## src/rtl/delay_timer_pkg.sv

```systemverilog
// Shared definitions for the delay timer: mode encodings, FSM states and default widths.
// Also holds the small helpers used by the top level.
package delay_timer_pkg;

   localparam int N_BITS_DEFAULT = 16;
   localparam int P_BITS_DEFAULT = 8;

   typedef enum logic [1:0] {
      MODE_ONESHOT     = 2'd0,
      MODE_RETRIG      = 2'd1,
      MODE_PERIODIC    = 2'd2,
      MODE_ONESHOT_ALT = 2'd3
   } mode_t;

   typedef enum logic {
      ST_IDLE,
      ST_COUNT
   } state_t;

   // Encoding 3 has no behaviour of its own and folds onto one-shot.
   function automatic mode_t normalize_mode(input logic [1:0] raw);
      mode_t m;
      m = mode_t'(raw);
      if (m == MODE_ONESHOT_ALT) begin
         m = MODE_ONESHOT;
      end
      return m;
   endfunction

endpackage

```

## src/rtl/delay_prescaler.sv

```systemverilog
// Prescale down-counter: divides the clock so that one tick occurs every prescale+1 enabled clocks.
// The caller supplies the load value on start and the reload value while counting.
module delay_prescaler #(
   parameter int P_BITS = 8
) (
   input  logic              clk,
   input  logic              rst,
   input  logic              load,
   input  logic              enable,
   input  logic [P_BITS-1:0] prescale,
   output logic              tick
);

   logic [P_BITS-1:0] pre;

   assign tick = enable && (pre == '0);

   // A tick consumes the zero state and immediately reloads for the next tick period.
   always_ff @(posedge clk or posedge rst) begin
      if (rst) begin
         pre <= '0;
      end else if (load) begin
         pre <= prescale;
      end else if (enable) begin
         if (pre == '0) begin
            pre <= prescale;
         end else begin
            pre <= pre - 1'b1;
         end
      end
   end

endmodule

```

## src/rtl/delay_timer.sv

```systemverilog
// Programmable tick-count delay with one-shot, retriggerable and periodic modes.
// Produces a one-clock timeout strobe and exposes busy/remaining status.
module delay_timer
   import delay_timer_pkg::*;
#(
   parameter int N_BITS = N_BITS_DEFAULT,
   parameter int P_BITS = P_BITS_DEFAULT
) (
   input  logic              clk,
   input  logic              rst,
   input  logic              trigger,
   input  logic              abort,
   input  logic [1:0]        mode,
   input  logic [N_BITS-1:0] n,
   input  logic [P_BITS-1:0] prescale,
   output logic              busy,
   output logic              timeout,
   output logic [N_BITS-1:0] remaining
);

   state_t            state;
   mode_t             mode_lat;
   logic [N_BITS-1:0] n_lat;
   logic [P_BITS-1:0] pre_lat;
   logic [N_BITS-1:0] count;

   logic [N_BITS-1:0] n_eff;
   logic              accept;
   logic              pre_load;
   logic              pre_enable;
   logic [P_BITS-1:0] pre_value;
   logic              tick;

   assign n_eff = (n == '0) ? N_BITS'(1) : n;

   // Only a running retriggerable countdown lets a new trigger in while busy.
   assign accept = trigger && ((state == ST_IDLE) || (mode_lat == MODE_RETRIG));

   // Abort forces the prescaler to zero; a start loads the fresh prescale.
   assign pre_load   = abort || accept;
   assign pre_value  = abort ? '0 : (accept ? prescale : pre_lat);
   assign pre_enable = (state == ST_COUNT) && !pre_load;

   delay_prescaler #(
      .P_BITS (P_BITS)
   ) u_prescaler (
      .clk      (clk),
      .rst      (rst),
      .load     (pre_load),
      .enable   (pre_enable),
      .prescale (pre_value),
      .tick     (tick)
   );

   // Control FSM: abort beats trigger, trigger beats the tick/expiry path.
   always_ff @(posedge clk or posedge rst) begin
      if (rst) begin
         state    <= ST_IDLE;
         count    <= '0;
         timeout  <= 1'b0;
         mode_lat <= MODE_ONESHOT;
         n_lat    <= '0;
         pre_lat  <= '0;
      end else begin
         timeout <= 1'b0;
         if (abort) begin
            state <= ST_IDLE;
            count <= '0;
         end else if (accept) begin
            state    <= ST_COUNT;
            count    <= n_eff;
            mode_lat <= normalize_mode(mode);
            n_lat    <= n_eff;
            pre_lat  <= prescale;
         end else if ((state == ST_COUNT) && tick) begin
            if (count == N_BITS'(1)) begin
               timeout <= 1'b1;
               if (mode_lat == MODE_PERIODIC) begin
                  count <= n_lat;
               end else begin
                  state <= ST_IDLE;
                  count <= '0;
               end
            end else begin
               count <= count - 1'b1;
            end
         end
      end
   end

   assign busy      = (state == ST_COUNT);
   assign remaining = count;

endmodule

```

## config.mk

```make
export PLATFORM = sky130hd
export DESIGN_NAME = delay_timer
export DESIGN_NICKNAME = d
export VERILOG_FILES = /design/src/rtl/delay_timer_pkg.sv /design/src/rtl/delay_prescaler.sv /design/src/rtl/delay_timer.sv
export SDC_FILE = /design/constraint.sdc
export NUM_CORES = 1
export LEC_CHECK = 0
export ABC_AREA = 1
export CORE_AREA = 2 2 91 93
export DETAILED_ROUTE_END_ITERATION = 12
export DIE_AREA = 0 0 93 95
export DONT_BUFFER_PORTS = 1
export HOLD_SLACK_MARGIN = 0.06
export PLACE_DENSITY = 0.64
export SYNTH_ARGS = -nofsm -noshare
export SYNTH_HDL_FRONTEND = slang
export SYNTH_SLANG_ARGS = --single-unit
```

## constraint.sdc

```tcl
create_clock -name clk -period 2.3 [get_ports clk]
set_input_delay 0.575 -clock clk [delete_from_list [all_inputs] [get_ports clk]]
set_output_delay 0.575 -clock clk [all_outputs]
set_load 0.05 [all_outputs]
```

; ---- Word-level counts from Yosys, hierarchy flattened
; Cells that the tools add are included.
[classes]
n_addsub = 2
n_bitwise = 2
reduce_logical = 14
muxes = 21
n_eq_ne = 5
[ops]
columns = op, count
row1 = 2-to-1 mux 16 bit, 6
row2 = 2-to-1 mux 8 bit, 5
row3 = "== test 16 x 1 -> 1 bit, second input constant", 1
row4 = zero test 16 bit, 1
row5 = "subtractor 16 x 1 -> 16 bit, second input constant", 1
row6 = 2-to-1 mux 1 bit, 9
row7 = zero test 8 bit, 1
row8 = "subtractor 8 x 1 -> 8 bit, second input constant", 1
row9 = nonzero test 3 bit, 2
row10 = "== test 2 bit, second input constant", 2
row11 = logical AND 1 bit, 4
row12 = "!= test 3 bit, second input constant", 1
row13 = AND reduction 3 bit, 1
row14 = "== test 2 x 1 -> 1 bit, second input constant", 1
row15 = logical OR 1 bit, 2
row16 = 2-to-1 mux 2 bit, 1
row17 = inverter 1 bit, 2
row18 = AND reduction 2 bit, 1
row19 = nonzero test 2 bit, 1
row20 = zero test 1 bit, 1
[totals]
elab_cells = 51
register_bits = 52
in_bits = 30
output_inout_bits = 18

; ---- Longest topological paths before layout
[depth]
word_depth = 11
depth_mapped = 10

; ---- Modules after synthesis
; Synthesis repeated with hierarchy kept, for this count alone.
[hier_totals]
cells_unflattened = 513
hier_area_um2 = 3454.6
[modules_own_cells]
columns = mod, n_inst, cells_per_inst, area_per_inst_um2
row1 = delay_timer, 1, 419, 2798.9
row2 = delay_prescaler, 1, 94, 655.6

; ---- Worst setup path before layout
; Ideal clock, no wire load.
[synth_timing]
kind = reg-to-reg
start = register count[0] (netlist: remaining[0])
end = register count[1] (netlist: remaining[1])
setup_ns = 0.120
stages_incl_launch_ff = 9
setup_slack_ns = 0.558
required_time_ns = 2.180
arrival_ns = 1.623
cell_sequence = dfrtp_1 > ha_1 > nand2_1 > nor2_1 > nand2_1 > nor2_1 > o21ai_0 > nand2_1 > a21oi_2
[synth_between]
elab_chain_cells = 5
elab_cells_between_ends = 6
[synth_rtl]
columns = element, line
row1 = start: declaration, delay_timer.sv:25  ; logic [N_BITS-1:0] count;
row2 = start signal: assignment, delay_timer.sv:71  ; count <= n_eff;
row3 = start signal: assignment, delay_timer.sv:79  ; count <= n_lat;
row4 = start signal: assignment, delay_timer.sv:85  ; count <= count - 1'b1;
row5 = subtractor 16 x 1 -> 16 bit / == test 16 x 1 -> 1 bit (equally long branches), "delay_timer.sv:85, delay_timer.sv:76"
row6 = 2-to-1 mux 16 bit *, delay_timer.sv:76  ; if (count == N_BITS'(1)) begin
row7 = 2-to-1 mux 16 bit *, delay_timer.sv:75  ; end else if ((state == ST_COUNT) && tick) begin
row8 = 2-to-1 mux 16 bit *, delay_timer.sv:69  ; end else if (accept) begin
row9 = 2-to-1 mux 16 bit *, delay_timer.sv:66  ; if (abort) begin
; Every way passes the cells marked *; elsewhere a longest branch is shown, timed or not. The select of a mux whose other input is x is not followed.
; A chain may end at the register's enable or synchronous reset.

; ---- Worst setup path in the final report
[layout_timing]
start = register count[8] (netlist: remaining[8])
end = register count[13] (netlist: remaining[13])
; The elaborated chain is that of the path after synthesis.

==> reports/metrics.cfg <==
[critical_path]
regToRegStartpoint=remaining[8]
path_depth=8
crit_arrival_ps=2100
critical_path.max_fanout=5
ff2ff_path_depth=8
cpPeakStageDelay_ps=440
crit_family=simple AND/OR/NAND/NOR gates
worstSetupPathType=flop to flop
rr_endpoint=remaining[13]
start_kind=flop
cp_num_buf_inv=1
endpoint=remaining[13]
worstPathRequired_ps=2530
endpoint_kind=flop
rrSetupSlack_ps=430
crit_slowest_cell=dfrtp_1
startpoint=remaining[8]
path_cells=buf_4 > nor2_1 > nand2_1 > nor2_1 > nand3_1 > nand3_1 > nand2_1 > a21oi_1

[power_and_ir_drop]
powerDensity_nw_per_um2=898.6
p_int_uw=1884
power.leakage_uw=0.001934
pwr-share-clk=0.190
power.switching_uw=1509
pwr-share-comb=0.434
ir_worst_vdd_uv=420.3
power_frac_seq=0.377
switching_share=0.4449

[floorplanning]
dieArea_um2=8835
fp.dieW_um=93
fp.dieH_um=95
rows=33
pin_count=48
initial_utilization=0.4337
coreArea_um2=7928

[route]
vias=3167
routed_wl_um=8723
dr.pass1.iters=5
dr.first_iter.drc_count=166
drc=0
vias_per_cell=5.043
drtAntennaViolNets=0
wl_per_cell_um=13.89

[timing]
fin_hold_ws_ps=145.4
clock_skew_ps=20.51
hold_viol=0
postLayoutSetupSlackWorst_ps=428.0
tns_ps=0
slew_viol_final=0
rsz0062_at_grt=false
relSlewSlack=0.5155
setup-violations-final=0
period_share=0.8139
period_needed_ps=1872
fmaxAchievable_ghz=0.5342
worstMarginPinSlew_ps=725.7

[placed_design]
pre_cts_slack_ps=443.3
io_buffers=0
gp_congestion=0.8967
placed_area_um2=3665
hpwlAfterDp_um=6671

[yosys]
ys_top_cells_by_area=dfrtp_1, nand2_1, nor2_1
synthesis.nets=537
synth_area_per_cell_um2=6.836
yosysTopAreaCellShare=0.3785
yosys_warnings=0
ys_seq_area_frac=0.3785
synth_top_cell_by_area=dfrtp_1
yosys_register_bits=52
synthesis.area_um2=3438
synth_cell_type_count=32
syn_inst=503

[grt]
first_global_vias=3096
overflow=0
antenna_found_initial=0
grt_pass1_wl_um=14630
grt_max_degree=51
grt_usage=0.2101

[finish]
nets=556
design_area_um2=3776
layout_commonest_cell=nand2_1
antenna_cells=0
fillCellCount=826
final_cell_mix=nand2_1, nor2_1, inv_1
multiInputGateArea_um2=1797
area_growth_pct=9.825
drive_above_1_share=0.1319
regArea_um2=1301

[flow_run]
drv_cap=0

[clock_network]
cts_buffer_depth=2
h-tree-depth=2
post_cts_buffers=0
cts_resized=0
clkLatencyLatePin_ps=310
hold_buffers=0
cts_buffers=5
clock_sinks=52
clk_pin_slew_worst_paths_ps=90
cts_tree=done
root_buffer=clkbuf_8

[worst_hold_path]
min-delay-path-class=primary input to asynchronous set/reset pin

[outcome]
outcome=completed

## final cells by class
type,count,share of cell area
clock buffers,6,0.01922
clock inverters,2,0.01027
inverters,72,0.07157
multi-input cells,369,0.4758
flip-flops and latches,52,0.3446
well taps,105,0.03479
repair buffers,22,0.04374
## per-stage QoR
| step | util | cells | total power, uW |
|---|---|---|---|
| after floorplan | - | 503 | 2395 |
| after global placement | 0.4623 | 620 | 2746 |
| after detailed placement | 0.4623 | 620 | 2771 |
| after CTS | 0.4763 | 628 | 3421 |
| after global routing | 0.4763 | 628 | 3645 |
| final | 0.4763 | 628 | 3393 |
## worst register-to-register path, cell delays in order, from the launching register on
cell     delay, ps
dfrtp_1        440
buf_4          220
nor2_1         190
nand2_1        100
nor2_1         190
nand3_1        260
nand3_1        220
nand2_1         70
a21oi_1        130
## worst min-delay path by stage
stage                  to       start  slack [ps]
6_report        n_lat[14]         rst         150
4_1_cts         n_lat[14]         rst         160
2_1_floorplan  pre_lat[5]  pre_lat[5]         440
3_3_place_gp   pre_lat[5]  pre_lat[5]         450
5_1_grt         n_lat[14]         rst         170
3_5_place_dp   pre_lat[5]  pre_lat[5]         460
## power by group through the flow
stage | Combinational, uW | Sequential, uW | Clock [uW]
floorplan | 863 | 1530 | 0
global placement | 1460 | 1290 | 0
detailed placement | 1480 | 1290 | 0
CTS | 1480 | 1280 | 663
global route | 1650 | 1300 | 698
finish | 1470 | 1280 | 643
## synth_stat cells (all sizes together)
master and number:
a21oi 20, buf 7, clkbuf 3, dfrtp 52
ha 4, inv 72, nand2 141, nand3 48
nand3b 2, nand4 2, nor2 103, nor3 1
nor4 1, o211ai 7, o21ai 30, o21bai 5
o31ai 1, or2 1, xor2 3
## metal layers
layer  part of all wire  track usage  up-vias
li1                   -            -     1603
met1               0.44       0.2650     1487
met2               0.50       0.3780       67
met4              0.017      0.05637        0
met3              0.044      0.02953       10
met5                  0            0        -
## cell families after synthesis
family | after synthesis | synth area share
adder cells (fa/ha/maj) | 4 | 0.01456
flip-flops | 52 | 0.3785
AO/OA/AOI/OAI | 63 | 0.1154
XOR/XNOR | 3 | 0.007643
AND/OR/NAND/NOR | 299 | 0.3850
buffers and inverters | 82 | 0.09898
## registers in the layout, indices dropped and copies added (netlist names)
name and cells:
busy 1, remaining 16, pre_lat 8, u_prescaler.pre 8
mode_lat 2, timeout 1, n_lat 16
(Power assumes the default switching activity.)
